## config.mk

```make
export PLATFORM = sky130hd
export DESIGN_NAME = exec_stage_mc_flat
export DESIGN_NICKNAME = d
export VERILOG_FILES = /design/src/rtl/exec_pkg.sv /design/src/rtl/exec_stage_mc_if.sv /design/src/rtl/exec_mul_iter.sv /design/src/rtl/exec_stage_mc.sv /design/src/flat_wrapper.sv
export SDC_FILE = /design/constraint.sdc
export NUM_CORES = 1
export LEC_CHECK = 0
export CAP_MARGIN = 20
export CORE_ASPECT_RATIO = 0.75
export CORE_MARGIN = 2
export CORE_UTILIZATION = 35
export CTS_CLUSTER_SIZE = 12
export DETAILED_ROUTE_END_ITERATION = 10
export HOLD_SLACK_MARGIN = 0.15
export SKIP_LAST_GASP = 1
export SYNTH_ARGS = -nofsm -noshare
export SYNTH_HDL_FRONTEND = slang
export SYNTH_SLANG_ARGS = --single-unit
```

## constraint.sdc

```tcl
create_clock -name clk -period 7.3 [get_ports clk]
set_input_delay 2.19 -clock clk [delete_from_list [all_inputs] [get_ports clk]]
set_output_delay 2.19 -clock clk [all_outputs]
set_load 0.01 [all_outputs]
```

## src/rtl/exec_pkg.sv

```systemverilog
// rtl/exec_pkg.sv - ALU command codes, multiply op codes and FSM states for exec_stage_mc
package exec_pkg;

   localparam logic [3:0] CMD_MOV = 4'b0001;
   localparam logic [3:0] CMD_MVN = 4'b1001;
   localparam logic [3:0] CMD_ADD = 4'b0010;
   localparam logic [3:0] CMD_ADC = 4'b0011;
   localparam logic [3:0] CMD_SUB = 4'b0100;
   localparam logic [3:0] CMD_SBC = 4'b0101;
   localparam logic [3:0] CMD_AND = 4'b0110;
   localparam logic [3:0] CMD_ORR = 4'b0111;
   localparam logic [3:0] CMD_EOR = 4'b1000;

   localparam logic [1:0] MUL_OP_NONE = 2'b00;
   localparam logic [1:0] MUL_OP_MUL  = 2'b01;
   localparam logic [1:0] MUL_OP_MLA  = 2'b10;
   localparam logic [1:0] MUL_OP_RSVD = 2'b11;

   typedef enum logic [1:0] {
      ST_IDLE     = 2'd0,
      ST_MUL_BUSY = 2'd1,
      ST_RESULT   = 2'd2
   } exec_state_t;

endpackage

```

## src/rtl/exec_stage_mc_if.sv

```systemverilog
// rtl/exec_stage_mc_if.sv - handshake and operand/result bundle of the multi-cycle execute stage
interface exec_stage_mc_if #(
   parameter int DATA_LEN    = 32,
   parameter int ADDRESS_LEN = 32
);

   logic                   in_valid;
   logic                   in_ready;
   logic [ADDRESS_LEN-1:0] PC_in;
   logic [3:0]             EXE_CMD;
   logic [1:0]             mul_op;
   logic                   MEM_R_EN;
   logic                   MEM_W_EN;
   logic                   imm;
   logic [DATA_LEN-1:0]    Val_Rn;
   logic [DATA_LEN-1:0]    Val_Rm;
   logic [DATA_LEN-1:0]    Val_Rs;
   logic [11:0]            offset;
   logic [23:0]            Signed_imm_24;
   logic                   carry_in;
   logic                   S;
   logic                   out_valid;
   logic                   out_ready;
   logic [DATA_LEN-1:0]    ALU_Res;
   logic [ADDRESS_LEN-1:0] Branch_Address;
   logic                   N_stat;
   logic                   Z_stat;
   logic                   C_stat;
   logic                   V_stat;

   modport master (
      output in_valid, PC_in, EXE_CMD, mul_op, MEM_R_EN, MEM_W_EN, imm,
             Val_Rn, Val_Rm, Val_Rs, offset, Signed_imm_24, carry_in, S, out_ready,
      input  in_ready, out_valid, ALU_Res, Branch_Address, N_stat, Z_stat, C_stat, V_stat
   );

   modport slave (
      input  in_valid, PC_in, EXE_CMD, mul_op, MEM_R_EN, MEM_W_EN, imm,
             Val_Rn, Val_Rm, Val_Rs, offset, Signed_imm_24, carry_in, S, out_ready,
      output in_ready, out_valid, ALU_Res, Branch_Address, N_stat, Z_stat, C_stat, V_stat
   );

endinterface

```

## src/rtl/exec_mul_iter.sv

```systemverilog
// rtl/exec_mul_iter.sv - iterative shift-add multiplier, MUL_BITS multiplier bits per cycle; EXEC_MUL_EARLY_TERM_EN enables early exit
module exec_mul_iter #(
   parameter int DATA_LEN = 32,
   parameter int MUL_BITS = 2
) (
   input  logic                clk,
   input  logic                rst,
   input  logic                i_start,
   input  logic [DATA_LEN-1:0] i_multiplicand,
   input  logic [DATA_LEN-1:0] i_multiplier,
   input  logic [DATA_LEN-1:0] i_addend,
   output logic                o_busy,
   output logic                o_done,
   output logic [DATA_LEN-1:0] o_product
);

   localparam int ITERS = DATA_LEN / MUL_BITS;
   localparam int CNT_W = (ITERS > 1) ? $clog2(ITERS) : 1;
   localparam logic [CNT_W-1:0] LAST_CNT = CNT_W'(ITERS - 1);

   logic [DATA_LEN-1:0] r_acc;
   logic [DATA_LEN-1:0] r_mcand;
   logic [DATA_LEN-1:0] r_mplier;
   logic [CNT_W-1:0]    r_count;
   logic                r_busy;

   logic [DATA_LEN-1:0] w_partial;
   logic [DATA_LEN-1:0] w_acc_next;
   logic [DATA_LEN-1:0] w_mplier_rest;
   logic                w_last;

   // partial product of the shifted multiplicand and the current multiplier digit, built by shift-add
   always_comb begin
      w_partial = '0;
      for (int b = 0; b < MUL_BITS; b++) begin
         if (r_mplier[b]) begin
            w_partial = w_partial + (r_mcand << b);
         end
      end
   end

   assign w_acc_next    = r_acc + w_partial;
   assign w_mplier_rest = r_mplier >> MUL_BITS;

`ifdef EXEC_MUL_EARLY_TERM_EN
   // stop as soon as no set multiplier bits remain beyond the digit being retired
   assign w_last = (r_count == LAST_CNT) || (w_mplier_rest == '0);
`else
   assign w_last = (r_count == LAST_CNT);
`endif

   assign o_busy    = r_busy;
   assign o_done    = r_busy & w_last;
   assign o_product = w_acc_next;

   // load operands on start, then retire one multiplier digit per cycle until the last one
   always_ff @(posedge clk or negedge rst) begin
      if (!rst) begin
         r_acc    <= '0;
         r_mcand  <= '0;
         r_mplier <= '0;
         r_count  <= '0;
         r_busy   <= 1'b0;
      end else if (i_start) begin
         r_acc    <= i_addend;
         r_mcand  <= i_multiplicand;
         r_mplier <= i_multiplier;
         r_count  <= '0;
         r_busy   <= 1'b1;
      end else if (r_busy) begin
         r_acc    <= w_acc_next;
         r_mcand  <= r_mcand << MUL_BITS;
         r_mplier <= w_mplier_rest;
         r_count  <= r_count + 1'b1;
         if (w_last) begin
            r_busy <= 1'b0;
         end
      end
   end

endmodule

```

## src/rtl/exec_stage_mc.sv

```systemverilog
// rtl/exec_stage_mc.sv - multi-cycle execute stage: ALU, iterative MUL/MLA, branch target, NZCV; EXEC_MUL_EARLY_TERM_EN enables multiplier early exit
module exec_stage_mc
   import exec_pkg::*;
#(
   parameter int DATA_LEN    = 32,
   parameter int ADDRESS_LEN = 32,
   parameter int MUL_BITS    = 2
) (
   input logic            clk,
   input logic            rst,
   exec_stage_mc_if.slave bus
);

   localparam int MSB = DATA_LEN - 1;

   exec_state_t            r_state;
   exec_state_t            w_state_next;
   logic [DATA_LEN-1:0]    r_alu_res;
   logic [ADDRESS_LEN-1:0] r_branch;
   logic                   r_n;
   logic                   r_z;
   logic                   r_c;
   logic                   r_v;
   logic                   r_mul_s;

   logic                   w_in_ready;
   logic                   w_accept;
   logic                   w_mul_start;
   logic                   w_is_mul;
   logic                   w_is_mla;
   logic [DATA_LEN-1:0]    w_val2;
   logic [DATA_LEN-1:0]    w_add_b;
   logic                   w_add_cin;
   logic                   w_arith;
   logic [DATA_LEN:0]      w_sum;
   logic                   w_alu_v;
   logic [DATA_LEN-1:0]    w_alu_res;
   logic [ADDRESS_LEN-1:0] w_br_off;
   logic [ADDRESS_LEN-1:0] w_branch;
   logic [DATA_LEN-1:0]    w_mul_addend;
   logic                   w_mul_busy;
   logic                   w_mul_done;
   logic [DATA_LEN-1:0]    w_mul_product;
   logic                   w_unused;

   // immediates arrive already rotated on Val_Rm, so imm carries no extra information here
   assign w_unused = ^{bus.imm, w_mul_busy};

   // decode the multiply op; the reserved code behaves like a plain ALU op
   always_comb begin
      w_is_mul = 1'b0;
      w_is_mla = 1'b0;
      case (bus.mul_op)
         MUL_OP_MUL: w_is_mul = 1'b1;
         MUL_OP_MLA: begin
            w_is_mul = 1'b1;
            w_is_mla = 1'b1;
         end
         MUL_OP_NONE, MUL_OP_RSVD: begin
         end
         default: begin
         end
      endcase
   end

   assign w_val2 = (bus.MEM_R_EN | bus.MEM_W_EN) ? DATA_LEN'(bus.offset) : bus.Val_Rm;

   // adder operand setup: subtraction is Rn + ~Val2 + carry so C reads as no-borrow
   always_comb begin
      w_add_b   = w_val2;
      w_add_cin = 1'b0;
      w_arith   = 1'b0;
      case (bus.EXE_CMD)
         CMD_ADD: w_arith = 1'b1;
         CMD_ADC: begin
            w_arith   = 1'b1;
            w_add_cin = bus.carry_in;
         end
         CMD_SUB: begin
            w_arith   = 1'b1;
            w_add_b   = ~w_val2;
            w_add_cin = 1'b1;
         end
         CMD_SBC: begin
            w_arith   = 1'b1;
            w_add_b   = ~w_val2;
            w_add_cin = bus.carry_in;
         end
         default: begin
         end
      endcase
   end

   assign w_sum   = {1'b0, bus.Val_Rn} + {1'b0, w_add_b} + {{DATA_LEN{1'b0}}, w_add_cin};
   assign w_alu_v = (bus.Val_Rn[MSB] == w_add_b[MSB]) && (w_sum[MSB] != bus.Val_Rn[MSB]);

   // single-cycle result selection; unknown commands produce zero
   always_comb begin
      w_alu_res = '0;
      case (bus.EXE_CMD)
         CMD_MOV: w_alu_res = w_val2;
         CMD_MVN: w_alu_res = ~w_val2;
         CMD_ADD, CMD_ADC, CMD_SUB, CMD_SBC: w_alu_res = w_sum[DATA_LEN-1:0];
         CMD_AND: w_alu_res = bus.Val_Rn & w_val2;
         CMD_ORR: w_alu_res = bus.Val_Rn | w_val2;
         CMD_EOR: w_alu_res = bus.Val_Rn ^ w_val2;
         default: w_alu_res = '0;
      endcase
   end

   assign w_br_off     = ADDRESS_LEN'($signed(bus.Signed_imm_24)) << 2;
   assign w_branch     = bus.PC_in + w_br_off;
   assign w_mul_addend = w_is_mla ? bus.Val_Rn : '0;

   exec_mul_iter #(
      .DATA_LEN (DATA_LEN),
      .MUL_BITS (MUL_BITS)
   ) u_mul (
      .clk            (clk),
      .rst            (rst),
      .i_start        (w_mul_start),
      .i_multiplicand (bus.Val_Rm),
      .i_multiplier   (bus.Val_Rs),
      .i_addend       (w_mul_addend),
      .o_busy         (w_mul_busy),
      .o_done         (w_mul_done),
      .o_product      (w_mul_product)
   );

   // state register
   always_ff @(posedge clk or negedge rst) begin
      if (!rst) begin
         r_state <= ST_IDLE;
      end else begin
         r_state <= w_state_next;
      end
   end

   // next state, ready and multiplier start; RESULT can accept the next op while retiring
   always_comb begin
      w_state_next = r_state;
      w_in_ready   = 1'b0;
      w_accept     = 1'b0;
      w_mul_start  = 1'b0;
      case (r_state)
         ST_IDLE: w_in_ready = 1'b1;
         ST_MUL_BUSY: begin
            if (w_mul_done) begin
               w_state_next = ST_RESULT;
            end
         end
         ST_RESULT: begin
            w_in_ready = bus.out_ready;
            if (bus.out_ready) begin
               w_state_next = ST_IDLE;
            end
         end
         default: w_state_next = ST_IDLE;
      endcase
      w_accept = bus.in_valid & w_in_ready;
      if (w_accept) begin
         w_mul_start  = w_is_mul;
         w_state_next = w_is_mul ? ST_MUL_BUSY : ST_RESULT;
      end
   end

   // result, branch target and flags: ALU results land on the accept edge, products when the multiplier finishes
   always_ff @(posedge clk or negedge rst) begin
      if (!rst) begin
         r_alu_res <= '0;
         r_branch  <= '0;
         r_n       <= 1'b0;
         r_z       <= 1'b0;
         r_c       <= 1'b0;
         r_v       <= 1'b0;
         r_mul_s   <= 1'b0;
      end else begin
         if (w_accept) begin
            r_branch <= w_branch;
            r_mul_s  <= bus.S;
            if (!w_is_mul) begin
               r_alu_res <= w_alu_res;
               if (bus.S) begin
                  r_n <= w_alu_res[MSB];
                  r_z <= (w_alu_res == '0);
                  if (w_arith) begin
                     r_c <= w_sum[DATA_LEN];
                     r_v <= w_alu_v;
                  end
               end
            end
         end
         if ((r_state == ST_MUL_BUSY) && w_mul_done) begin
            r_alu_res <= w_mul_product;
            if (r_mul_s) begin
               r_n <= w_mul_product[MSB];
               r_z <= (w_mul_product == '0);
            end
         end
      end
   end

   assign bus.in_ready       = w_in_ready;
   assign bus.out_valid      = (r_state == ST_RESULT);
   assign bus.ALU_Res        = r_alu_res;
   assign bus.Branch_Address = r_branch;
   assign bus.N_stat         = r_n;
   assign bus.Z_stat         = r_z;
   assign bus.C_stat         = r_c;
   assign bus.V_stat         = r_v;

endmodule
```

## src/flat_wrapper.sv

```systemverilog
// flat-port wrapper written by rule: the top's interface ports become plain ports
module exec_stage_mc_flat import exec_pkg::*;
#(
   parameter int DATA_LEN    = 32,
   parameter int ADDRESS_LEN = 32,
   parameter int MUL_BITS    = 2
)
  (clk, rst, bus_in_valid, bus_PC_in, bus_EXE_CMD, bus_mul_op, bus_MEM_R_EN, bus_MEM_W_EN, bus_imm, bus_Val_Rn, bus_Val_Rm, bus_Val_Rs, bus_offset, bus_Signed_imm_24, bus_carry_in, bus_S, bus_out_ready, bus_in_ready, bus_out_valid, bus_ALU_Res, bus_Branch_Address, bus_N_stat, bus_Z_stat, bus_C_stat, bus_V_stat);
  exec_stage_mc_if #(.DATA_LEN(DATA_LEN), .ADDRESS_LEN(ADDRESS_LEN)) bus_i ();
  input logic clk;
  input logic rst;
  input wire logic [$bits(bus_i.in_valid)-1:0] bus_in_valid;
  input wire logic [$bits(bus_i.PC_in)-1:0] bus_PC_in;
  input wire logic [$bits(bus_i.EXE_CMD)-1:0] bus_EXE_CMD;
  input wire logic [$bits(bus_i.mul_op)-1:0] bus_mul_op;
  input wire logic [$bits(bus_i.MEM_R_EN)-1:0] bus_MEM_R_EN;
  input wire logic [$bits(bus_i.MEM_W_EN)-1:0] bus_MEM_W_EN;
  input wire logic [$bits(bus_i.imm)-1:0] bus_imm;
  input wire logic [$bits(bus_i.Val_Rn)-1:0] bus_Val_Rn;
  input wire logic [$bits(bus_i.Val_Rm)-1:0] bus_Val_Rm;
  input wire logic [$bits(bus_i.Val_Rs)-1:0] bus_Val_Rs;
  input wire logic [$bits(bus_i.offset)-1:0] bus_offset;
  input wire logic [$bits(bus_i.Signed_imm_24)-1:0] bus_Signed_imm_24;
  input wire logic [$bits(bus_i.carry_in)-1:0] bus_carry_in;
  input wire logic [$bits(bus_i.S)-1:0] bus_S;
  input wire logic [$bits(bus_i.out_ready)-1:0] bus_out_ready;
  output wire logic [$bits(bus_i.in_ready)-1:0] bus_in_ready;
  output wire logic [$bits(bus_i.out_valid)-1:0] bus_out_valid;
  output wire logic [$bits(bus_i.ALU_Res)-1:0] bus_ALU_Res;
  output wire logic [$bits(bus_i.Branch_Address)-1:0] bus_Branch_Address;
  output wire logic [$bits(bus_i.N_stat)-1:0] bus_N_stat;
  output wire logic [$bits(bus_i.Z_stat)-1:0] bus_Z_stat;
  output wire logic [$bits(bus_i.C_stat)-1:0] bus_C_stat;
  output wire logic [$bits(bus_i.V_stat)-1:0] bus_V_stat;
  assign bus_i.in_valid = bus_in_valid;
  assign bus_i.PC_in = bus_PC_in;
  assign bus_i.EXE_CMD = bus_EXE_CMD;
  assign bus_i.mul_op = bus_mul_op;
  assign bus_i.MEM_R_EN = bus_MEM_R_EN;
  assign bus_i.MEM_W_EN = bus_MEM_W_EN;
  assign bus_i.imm = bus_imm;
  assign bus_i.Val_Rn = bus_Val_Rn;
  assign bus_i.Val_Rm = bus_Val_Rm;
  assign bus_i.Val_Rs = bus_Val_Rs;
  assign bus_i.offset = bus_offset;
  assign bus_i.Signed_imm_24 = bus_Signed_imm_24;
  assign bus_i.carry_in = bus_carry_in;
  assign bus_i.S = bus_S;
  assign bus_i.out_ready = bus_out_ready;
  assign bus_in_ready = bus_i.in_ready;
  assign bus_out_valid = bus_i.out_valid;
  assign bus_ALU_Res = bus_i.ALU_Res;
  assign bus_Branch_Address = bus_i.Branch_Address;
  assign bus_N_stat = bus_i.N_stat;
  assign bus_Z_stat = bus_i.Z_stat;
  assign bus_C_stat = bus_i.C_stat;
  assign bus_V_stat = bus_i.V_stat;
  exec_stage_mc #(.DATA_LEN(DATA_LEN), .ADDRESS_LEN(ADDRESS_LEN), .MUL_BITS(MUL_BITS)) u_core (.clk(clk), .rst(rst), .bus(bus_i));
endmodule
```

==> run_results.csv <==
group,metric,value,unit
clock_tree,cts_hold_repair.buffers,0,
placement,place_ws,173,ps
timing,grt_setup_unrepaired,"false",
clock_tree,path_clk_slew,70,ps
timing,tmin_final,6770,ps
run_status,outcome,"finished, final reports clean",
timing,worst_slew_pin_slew,898,ps
die,initial_core_util,35.6,%
timing,clock_skew,9.94,ps
power,seq_power_share,24.5,%
timing,hold_viol,0,
synth,synth.top_cells.by_area,"dfrtp_1 (25%), ha_1 (13%), mux2i_1 (6.5%)",
worst_setup_path,regToRegEndpoint,"u_core.bus.Z_stat",
synth,synth_area_leader_cell,"dfrtp_1",
global_routing,antenna_found_initial,2,
clock_tree,cts_tree,"built",
layout,finish.instance_area,21400,um2
global_routing,pin_count_of_the_biggest_net_entering_global_routing,126,
clock_tree,cts_inserted_buffers,17,
route,final_antenna_net_count,0,
die,design.core.area,49000,um2
route,avgRoutedWirePerCell,18.8,um
power,netSwitchingPower,0.00340,W
power,share_comb_of_total_power,63.5,%
synth,post_synth_edffs,0,
die,die_w,262,um
placement,port_buffers,247,
die,std_cell_rows,70,
placement,detailed_place_hpwl,44300,um
worst_setup_path,critical_path.max_stage_delay,660,ps
clock_tree,root_buffer,"clkbuf_16",
global_routing,grt_pass1_wl,89200,um
die,floorplan.die.height,197,um
timing,final.period_utilization,92.7,%
run,drv.max_cap_violation_count,0,
worst_setup_path,crit_path_start_kind,"flop",
synth,post_synthesis_async_set_or_reset_flop_share,100,%
power,p_total,0.00738,W
clock_tree,clock_sinks,172,
worst_setup_path,timing.setup.critical_path_class,"reg -> reg",
route,postRouteWirelength,56800,um
worst_setup_path,slowest_stage_cell_on_the_critical_path,"dfrtp_1",
worst_setup_path,ff2ff_setup_slack,530,ps
timing,clock.fmax,0.148,GHz
synth,netlist_instances,2142,
global_routing,overflow,0,
layout,flow.area_growth_from_synthesis,22.7,%
clock_tree,cts_max_path_buffers,2,
synth,synth_nets,2513,
synth,postSynth.topFlopCell,"dfrtp_1",
power,share_clk_of_total_power,12.0,%
timing,max-slew-margin-rel,40.1,%
route,initialDrtViolationCount,1275,
power,power_density_of_the_placed_cells,345,nW/um2
timing,final.setup.tns,0,ps
route,vias_per_cell,5.50,
worst_setup_path,timing.critical_path.fanout_max,17,
synth,yosys.area.top_type_share,24.7,%
clock_tree,insertion_delay,450,ps
synth,synth_area,17400,um2
power,intPower,0.00398,W
route,total_via_count_in_the_routed_design,16700,
die,ioPinCount,249,
hold_path,hold-path-endpoint,"u_core.bus.Branch_Address[24]",
clock_tree,cts_resized,0,
placement,dpl-instance-area,20800,um2
layout,final_layout_size_suffix_gt1_share,7.44,%
global_routing,grt_pass1_vias,16000,
power,netSwitchingFraction,46.1,%
worst_setup_path,reg2reg_from,"u_core.u_mul.r_mplier[0]",
layout,final_net_count,2737,
global_routing,grt_use_total,22.0,%
clock_tree,cts-htree-levels,4,
synth,synth_cell_types,97,
synth,synth_area_per_cell,8.14,um2
synth,synth-seq-area-share,24.7,%
hold_path,worst_hold_path_type,"reg -> reg",
timing,setup_ws,532,ps
timing,timing.final.setup_violations,0,
synth,synth.ff_latch_count,172,
power,max-vdd-ir-drop,0.000175,V
hold_path,whs_path_depth,2,
synth,ys_warns,0,
layout,fill_cells,4849,
worst_setup_path,worst-endpoint-required,7690,ps
route,post-route-drc-count,0,
worst_setup_path,worst-r2r-cell-count,26,
placement,last_weighted_congestion_value_of_the_routability_driven_placer,0.917,
timing,timing_max_transition_violations_final,0,
worst_setup_path,cp.arrival,7150,ps
power,cellLeakagePower,9.93,nW
route,first_pass_iters,5,
die,dieArea,51600,um2
clock_tree,post_cts_buffers,0,
worst_setup_path,timing.critical_path.to_type,"flop",
hold_path,hold_start,"u_core.bus.Branch_Address[24]",
==> routing by layer <==
| layer | routed length [um] | vias up | track usage [%] | share of wire (%) |
|---|---|---|---|---|
| met5 | 0 | - | 0 | 0 |
| met4 | 988 | 0 | 5.39 | 1.7 |
| met3 | 3790 | 48 | 3.21 | 6.7 |
| met2 | 24700 | 511 | 33.5 | 43 |
| met1 | 27400 | 7895 | 32.5 | 48 |
| li1 | - | 8204 | - | - |
==> critical path, delay by kind of cell (launching register included) <==
family                     cells  cell delay, ps
and+or+nand+nor               10            2380
AOI/OAI and AO/OA             11            2320
adders and majority gates      2             670
DFF                            1             660
buffers and inverters          1             290
muxes                          1             260
xor gates and xnor gates       1              90
==> Yosys cell counts (10+ instances only) <==
cell type	count
nand4_1	18
clkbuf_1	77
or3_1	10
nand2_1	226
o31ai_1	13
nand3_1	64
nor3_1	34
dfrtp_1	172
nor2b_1	13
mux2i_1	113
o21a_1	16
xor2_1	33
a21oi_1	158
a221oi_1	15
ha_1	187
nand2b_1	20
o211ai_1	33
or2_2	10
a21o_1	47
o21ai_0	196
o21bai_1	15
nor2_1	137
a31oi_1	15
a211oi_1	20
and2_1	40
xnor2_1	90
a2111oi_0	10
buf_1	15
inv_1	127
mux2_2	28
and3_1	13
==> area by class of cell <==
cell class                      instances  area, um2  area share, %
Timing Repair Buffer                  309       2970           13.9
Clock buffer                           21        460           2.15
Tap cell                              648        811           3.79
Multi-Input combinational cell       1738      12300           57.4
Inverter                              128        480           2.25
Clock inverter                         11       85.1          0.398
Sequential cell                       172       4310           20.1
Antenna cell                            1       2.50         0.0117
==> power groups by stage <==
stage	clock network, W	logic (W)	registers [W]
after global routing	0.000953	0.00519	0.00186
final	0.000889	0.00469	0.00181
after floorplan	0	0.00324	0.00173
after CTS	0.000910	0.00466	0.00180
after detailed placement	0	0.00464	0.00181
after global placement	0	0.00453	0.00181
==> state kept, by name (all words and copies together) (netlist names), 2 cells and up <==
| register | flops |
|---|---|
| u_core.u_mul.r_mplier | 32 |
| u_core.u_mul.r_acc | 32 |
| u_core.r_state | 2 |
| u_core.u_mul.r_mcand | 32 |
| u_core.bus.ALU_Res | 32 |
| u_core.u_mul.r_count | 4 |
| u_core.bus.Branch_Address | 32 |
==> placed cells by master (no fill, tap or decap), types with 28 or more instances in the layout <==
cell type | netlist | layout
clkdlybuf4s50_1 | 0 | 245
nand2_1 | 226 | 225
o21ai_0 | 196 | 196
ha_1 | 187 | 187
dfrtp_1 | 172 | 171
a21oi_1 | 158 | 158
nor2_1 | 137 | 135
inv_1 | 127 | 127
mux2i_1 | 113 | 113
xnor2_1 | 90 | 90
nand3_1 | 64 | 64
buf_4 | 1 | 60
a21o_1 | 47 | 47
and2_1 | 40 | 40
nor3_1 | 34 | 34
o211ai_1 | 33 | 33
xor2_1 | 33 | 33
mux2_2 | 28 | 28
==> metrics by stage <==
step,hold WS [ps],utilization (%),std cells
2_1_floorplan,467,-,2142
3_5_place_dp,468,42.5,2994
5_1_grt,503,43.7,3028
4_1_cts,485,43.6,3026
6_report,480,43.7,3028
3_3_place_gp,463,42.5,2994
==> how the worst max path moves through the flow <==
stage,endpoint,slack [ps],cells past startpoint,startpoint
2_1_floorplan,u_core.bus.Z_stat,1100,19,bus_EXE_CMD[2]
3_3_place_gp,u_core.bus.Z_stat,220,18,bus_MEM_W_EN
3_5_place_dp,u_core.bus.Z_stat,170,18,bus_MEM_W_EN
4_1_cts,u_core.bus.Z_stat,540,25,u_core.u_mul.r_mplier[0]
5_1_grt,u_core.bus.Z_stat,80,26,u_core.u_mul.r_mplier[0]
6_report,u_core.bus.Z_stat,530,26,u_core.u_mul.r_mplier[0]
==> cell families (layout without fill, tap and decap cells) <==
| kind of cell | after synthesis | count (layout) | synth area share, % |
|---|---|---|---|
| mux | 146 | 146 | 8.74 |
| compound gates | 652 | 652 | 24.2 |
| fa+ha+maj | 192 | 192 | 14.0 |
| flops | 172 | 172 | 24.7 |
| simple gates | 625 | 625 | 17.0 |
| xor+xnor | 123 | 123 | 6.18 |
| other cells | 0 | 1 | 0 |
| buf+inv | 232 | 469 | 5.13 |
Note: power is estimated with default switching activity, not from simulation.
